==> src/rtl/branch_target_predictor_pkg.sv <==
`default_nettype none
// ============================================================================
// Module  : branch_target_predictor_pkg
// Brief   : Shared sizing helpers and counter constants for the BTB predictor.
// Revision: 1.0
// ============================================================================
package branch_target_predictor_pkg;

    localparam int unsigned DEF_ENTRIES = 16;
    localparam int unsigned DEF_IMM_W   = 16;
    localparam int unsigned DEF_SHIFT   = 2;
    localparam int unsigned DEF_CNT_W   = 2;

    function automatic int unsigned btb_idx_w(input int unsigned entries);
        return $clog2(entries);
    endfunction

    // Tag covers pc[31:IDX_W+2]; the two byte-offset bits never participate.
    function automatic int unsigned btb_tag_w(input int unsigned entries);
        return 30 - $clog2(entries);
    endfunction

    function automatic int unsigned cnt_max(input int unsigned cnt_w);
        return (1 << cnt_w) - 1;
    endfunction

    function automatic int unsigned cnt_weak_t(input int unsigned cnt_w);
        return 1 << (cnt_w - 1);
    endfunction

    function automatic int unsigned cnt_weak_nt(input int unsigned cnt_w);
        return (1 << (cnt_w - 1)) - 1;
    endfunction

endpackage : branch_target_predictor_pkg
`default_nettype wire

==> src/rtl/branch_target_calc.sv <==
`default_nettype none
// ============================================================================
// Module  : branch_target_calc
// Brief   : PC + 4 + (sign-extended immediate << SHIFT), 32-bit wrap-around.
// Revision: 1.0
// ============================================================================
module branch_target_calc #(
    parameter int unsigned IMM_W = 16,
    parameter int unsigned SHIFT = 2
) (
    input  logic [31:0]      upd_pc,
    input  logic [IMM_W-1:0] upd_imm,
    output logic [31:0]      target
);

    logic [31:0] w_sext;

    if (IMM_W < 32) begin : g_sext
        assign w_sext = {{(32-IMM_W){upd_imm[IMM_W-1]}}, upd_imm};
    end else begin : g_trunc
        assign w_sext = upd_imm[31:0];
    end

    // Carry out of bit 31 is dropped so targets wrap around the address space.
    assign target = upd_pc + 32'd4 + (w_sext << SHIFT);

endmodule : branch_target_calc
`default_nettype wire

==> src/rtl/branch_target_predictor.sv <==
`default_nettype none
// ============================================================================
// Module  : branch_target_predictor
// Brief   : Direct-mapped BTB with saturating counters; combinational lookup.
// Revision: 1.0
// ============================================================================
module branch_target_predictor
    import branch_target_predictor_pkg::*;
#(
    parameter int unsigned ENTRIES = DEF_ENTRIES,
    parameter int unsigned IMM_W   = DEF_IMM_W,
    parameter int unsigned SHIFT   = DEF_SHIFT,
    parameter int unsigned CNT_W   = DEF_CNT_W
) (
    input  logic             clk,
    input  logic             rst,
    input  logic [31:0]      if_pc,
    output logic             pred_hit,
    output logic             pred_taken,
    output logic [31:0]      pred_target,
    input  logic             upd_valid,
    input  logic [31:0]      upd_pc,
    input  logic [IMM_W-1:0] upd_imm,
    input  logic             upd_taken,
    output logic [31:0]      upd_target
);

    localparam int unsigned IDX_W = btb_idx_w(ENTRIES);
    localparam int unsigned TAG_W = btb_tag_w(ENTRIES);

    localparam logic [CNT_W-1:0] c_CNT_MAX     = CNT_W'(cnt_max(CNT_W));
    localparam logic [CNT_W-1:0] c_CNT_WEAK_T  = CNT_W'(cnt_weak_t(CNT_W));
    localparam logic [CNT_W-1:0] c_CNT_WEAK_NT = CNT_W'(cnt_weak_nt(CNT_W));
    localparam logic [CNT_W-1:0] c_CNT_ONE     = CNT_W'(1);

    typedef struct packed {
        logic             valid;
        logic [TAG_W-1:0] tag;
        logic [31:0]      target;
        logic [CNT_W-1:0] cnt;
    } entry_t;

    localparam entry_t c_ENTRY_RST = '{
        valid:  1'b0,
        tag:    '0,
        target: 32'd0,
        cnt:    c_CNT_WEAK_NT
    };

    entry_t table_q [ENTRIES];

    logic [IDX_W-1:0] w_if_idx;
    logic [TAG_W-1:0] w_if_tag;
    entry_t           w_if_entry;

    logic [IDX_W-1:0] w_upd_idx;
    logic [TAG_W-1:0] w_upd_tag;
    entry_t           w_upd_entry;
    logic             w_upd_hit;
    entry_t           upd_entry_d;
    logic             w_upd_we;

    branch_target_calc #(
        .IMM_W (IMM_W),
        .SHIFT (SHIFT)
    ) u_calc (
        .upd_pc  (upd_pc),
        .upd_imm (upd_imm),
        .target  (upd_target)
    );

    // Lookup reads the registered table, so a same-cycle update is not visible yet.
    assign w_if_idx   = if_pc[IDX_W+1:2];
    assign w_if_tag   = if_pc[31:IDX_W+2];
    assign w_if_entry = table_q[w_if_idx];

    assign pred_hit    = w_if_entry.valid && (w_if_entry.tag == w_if_tag);
    assign pred_taken  = pred_hit && w_if_entry.cnt[CNT_W-1];
    assign pred_target = pred_taken ? w_if_entry.target : (if_pc + 32'd4);

    assign w_upd_idx   = upd_pc[IDX_W+1:2];
    assign w_upd_tag   = upd_pc[31:IDX_W+2];
    assign w_upd_entry = table_q[w_upd_idx];
    assign w_upd_hit   = w_upd_entry.valid && (w_upd_entry.tag == w_upd_tag);

    always_comb begin
        upd_entry_d = w_upd_entry;
        w_upd_we    = 1'b0;
        if (upd_valid) begin
            if (w_upd_hit) begin
                w_upd_we = 1'b1;
                if (upd_taken) begin
                    upd_entry_d.target = upd_target;
                    if (w_upd_entry.cnt != c_CNT_MAX) begin
                        upd_entry_d.cnt = w_upd_entry.cnt + c_CNT_ONE;
                    end
                end else if (w_upd_entry.cnt != '0) begin
                    upd_entry_d.cnt = w_upd_entry.cnt - c_CNT_ONE;
                end
            end else if (upd_taken) begin
                // Miss on a taken branch evicts whatever aliases into this slot.
                w_upd_we           = 1'b1;
                upd_entry_d.valid  = 1'b1;
                upd_entry_d.tag    = w_upd_tag;
                upd_entry_d.target = upd_target;
                upd_entry_d.cnt    = c_CNT_WEAK_T;
            end
        end
    end

    always_ff @(posedge clk) begin
        if (rst) begin
            for (int i = 0; i < int'(ENTRIES); i++) begin
                table_q[i] <= c_ENTRY_RST;
            end
        end else if (w_upd_we) begin
            table_q[w_upd_idx] <= upd_entry_d;
        end
    end

endmodule : branch_target_predictor
`default_nettype wire

==> config.mk <==
export PLATFORM = sky130hd
export DESIGN_NAME = branch_target_predictor
export DESIGN_NICKNAME = d
export VERILOG_FILES = /design/src/rtl/branch_target_predictor_pkg.sv /design/src/rtl/branch_target_calc.sv /design/src/rtl/branch_target_predictor.sv
export SDC_FILE = /design/constraint.sdc
export NUM_CORES = 2
export LEC_CHECK = 0
export BUFFER_PORTS_ARGS = -buffer_cell sky130_fd_sc_hd__buf_2
export CAP_MARGIN = 0
export CELL_PAD_IN_SITES_DETAIL_PLACEMENT = 1
export CELL_PAD_IN_SITES_GLOBAL_PLACEMENT = 2
export CORE_MARGIN = 2
export CORE_UTILIZATION = 46
export DETAILED_ROUTE_END_ITERATION = 6
export PLACE_DENSITY = 0.76
export SLEW_MARGIN = 20
export SYNTH_ARGS = -nofsm -noshare
export SYNTH_HDL_FRONTEND = slang
export SYNTH_HIERARCHICAL = 1
export SYNTH_SLANG_ARGS = --single-unit
export TNS_END_PERCENT = 30
==> constraint.sdc <==
create_clock -name clk -period 5.85 [get_ports clk]
set_input_delay 0.2925 -clock clk [delete_from_list [all_inputs] [get_ports clk]]
set_output_delay 0.2925 -clock clk [all_outputs]
set_load 0.1 [all_outputs]
==> results.toml <==
[critical_path]
crit_chain = "mux4_2 -> mux4_2 -> xnor2_1 -> nand4_1 -> nor3_1 -> nand4_1 -> buf_4 -> a21oi_1 -> buf_2"
cp_top_family = "simple AND/OR/NAND/NOR gates"
setup.worst_path.start_class = "flop"
cp_slowest_cell = "xnor2_1"
cp-end-kind = "output pin"
worst_ep_arrival_time_ns = 4.78
crit_type = "reg2out"
crit_path_max_incr_delay_ns = 0.52
path_buf_inv = 2
cp.required_ns = 5.56
crit_fanout = 21

[cells_and_area]
fill_cells = 11086
top_regs = "table_q x976"
fin_nets = 3996
largest_reg_flops = 976
instances_no_fill = 5471
utilization = 0.529
drive_gt1_frac = 0.297
top_register = "table_q"
syn_to_final_growth_pct = 13.9

[yosys]
synthAdderAreaFrac = 0.0140
synth_top_family_by_area = "multiplexers"
synth-xor-area-share = 0.0165
synth_compound_area_frac = 0.0638
ys.flop_type = "edfxtp_1"
synth_warnings = 6
synth-simple-area-share = 0.0730
netlist_area_mm2 = 0.0541
syn_avg_cell_area_um2 = 14.4
ys_seq_area_frac = 0.541
syn-num-nets = 3894
synth_cell_type_count = 75
yosys_register_bits = 976
synth-edff-count = 976
muxShareOfSynthArea = 0.258
async_flop_share = 0
syn_inst = 3751

[route]
drc = 0
ant_nets = 0
first_pass_iters = 5
drt_iter0_drc = 5006
num_vias = 38636
drt-total-wl_um = 212000
routedWlPerCell_um = 38.7
avgViaCountPerCell = 7.06

[sta]
tightest_slew_ns = 1.00
finalSetupViolCount = 0
timing.fmax_mhz = 197
tns_ns = 0
hold_viol = 0
rsz0062_at_grt = "false"
slew_viol_final = 0
fin_crit_ns = 5.08
fin_skew_ns = 0.0295
min_period_over_period = 0.868
fin_ws_ns = 0.773
slew_headroom = 0.319

[placed_design]
gp_congestion = 0.915
place_ws_ns = 0.862
dp_cells = 5265
port_buffers = 149
dp_hpwl_um = 130000

[die]
row_count = 125
die_x_um = 347
core_mm2 = 0.117
start_util = 0.465
pin_count = 150
die_h_um = 347
die_area_mm2 = 0.120

[global_routing]
grt_pass1_wl_um = 300000
use_met2 = 0.543
grt_most_used_layer = "met2"
grt_pass1_vias = 40418
grt_use_met3 = 0.0902
use_met1 = 0.462
antenna_found_initial = 4
overflow = 0
grt_max_degree = 64
track_usage = 0.352

[cts]
cts_hold_buf = 0
numClockSinks = 976
tritoncts = "built"
cts_inserted_buffers = 110
worst_skew_pair.late_latency_ns = 0.72
cts_buffer_depth = 3
cts_resized = 0
cts.reportedPaths.clkPinSlew_ns = 0.07
cts_setup_buffers = 0
cts_max_level = 3
cts_root_buffer = "clkbuf_16"

[status]
status = "complete, no violations"

[pwr]
p_per_area_mw_per_mm2 = 305
ir_worst_vdd_uv = 262
power.leakage_uw = 0.0217
power_uw = 18800

[worst_hold_path]
min_path_type = "in2reg"

[flow_run]
drv_cap = 0
-- placed cells by master, fill, tap and decap left out, types with 25 or more instances in the layout --
cell and n:
a21oi_1 391, buf_12 71, buf_2 126, buf_4 158, clkbuf_16 112, edfxtp_1 976, ha_1 58, inv_1 35
mux2_2 25, mux2i_1 118, mux4_2 552, nand2_1 64, nand2b_1 25, nand3_1 36, nor2_1 598, nor3_1 119
o21ai_0 29, xnor2_1 59, xor2_1 43
-- through the flow --
step	hold slack, ns	instance area, um^2
5_1_grt	0.186	61700
6_report	0.165	61700
2_1_floorplan	0.617	54100
3_5_place_dp	0.878	58000
3_3_place_gp	0.853	58000
4_1_cts	0.127	61700
-- cell usage after synthesis (all sizes together), types with 6 or more instances --
cell type	instances	area, um^2
mux2	25	282
nand2b	41	257
inv	36	135
xor2	43	377
a2111oi	6	109
a221o	6	60.1
a21o	13	97.6
o21ai	55	313
a21oi	391	1960
nor2b	10	62.6
nand4	12	75.1
a211oi	6	45.0
o2111ai	6	93.8
o211ai	12	115
nand2	65	244
clkbuf	179	672
a31oi	11	83.8
o22ai	24	150
a22oi	15	113
or2	6	40.0
xnor2	59	517
nand3	36	180
edfxtp	976	29300
nor2	598	2240
and3	14	87.6
mux4	552	12400
ha	58	726
buf	192	995
nor3	121	611
and4	6	55.1
mux2i	126	1260
-- worst register-to-register path, cell delays in order (launching register included) --
cell	delay, ns
edfxtp_1	0.42
mux4_2	0.52
mux2i_1	0.23
xnor2_1	0.23
a2111oi_2	0.51
a32oi_1	0.10
nor4_1	0.55
o2111a_2	0.43
buf_4	0.30
o21ai_4	0.23
nand2b_4	0.19
buf_4	0.42
-- area by class of cell --
class / count / area (um^2) / share of cell area
Tap cell: 1524 / 1910 / 0.0309
Clock inverter: 76 / 838 / 0.0136
Inverter: 37 / 141 / 0.00229
Clock buffer: 129 / 2870 / 0.0465
Timing Repair Buffer: 361 / 3320 / 0.0538
Sequential cell: 976 / 29300 / 0.475
Antenna cell: 1 / 2.50 / 0.0000406
Multi-Input combinational cell: 2367 / 23300 / 0.378
-- where the power goes --
group | switching (uW) | internal (uW)
logic | 2350 | 1120
clock network | 2990 | 4250
registers | 153 | 7950
-- path summary, 6_finish.rpt --
check | startpoint | endpoint | slack (ns) | cells past startpoint
min reg2reg | table_q[14][14] | table_q[14][14] | 1.10 | 4
min | upd_pc[0] | table_q[15][2] | 0.17 | 4
max reg2reg | table_q[9][56] | table_q[1][59] | 1.34 | 11
max | table_q[15][39] | pred_target[25] | 0.77 | 9
-- cell families (layout without fill, tap and decap cells) --
family	after synthesis	after routing
AO/OA/AOI/OAI	580	580
XOR/XNOR	102	102
adder cells (fa/ha/maj)	60	60
buffers and inverters	408	603
flip-flops	976	976
multiplexers	703	703
other	0	1
AND/OR/NAND/NOR	922	922
-- metal layers --
| layer | vias up | part of all wire |
|---|---|---|
| li1 | 15054 | - |
| met1 | 20356 | 0.37 |
| met2 | 2649 | 0.46 |
| met3 | 573 | 0.11 |
| met4 | 4 | 0.057 |
| met5 | - | 0.00011 |
Power figures use the tool's default switching activity.
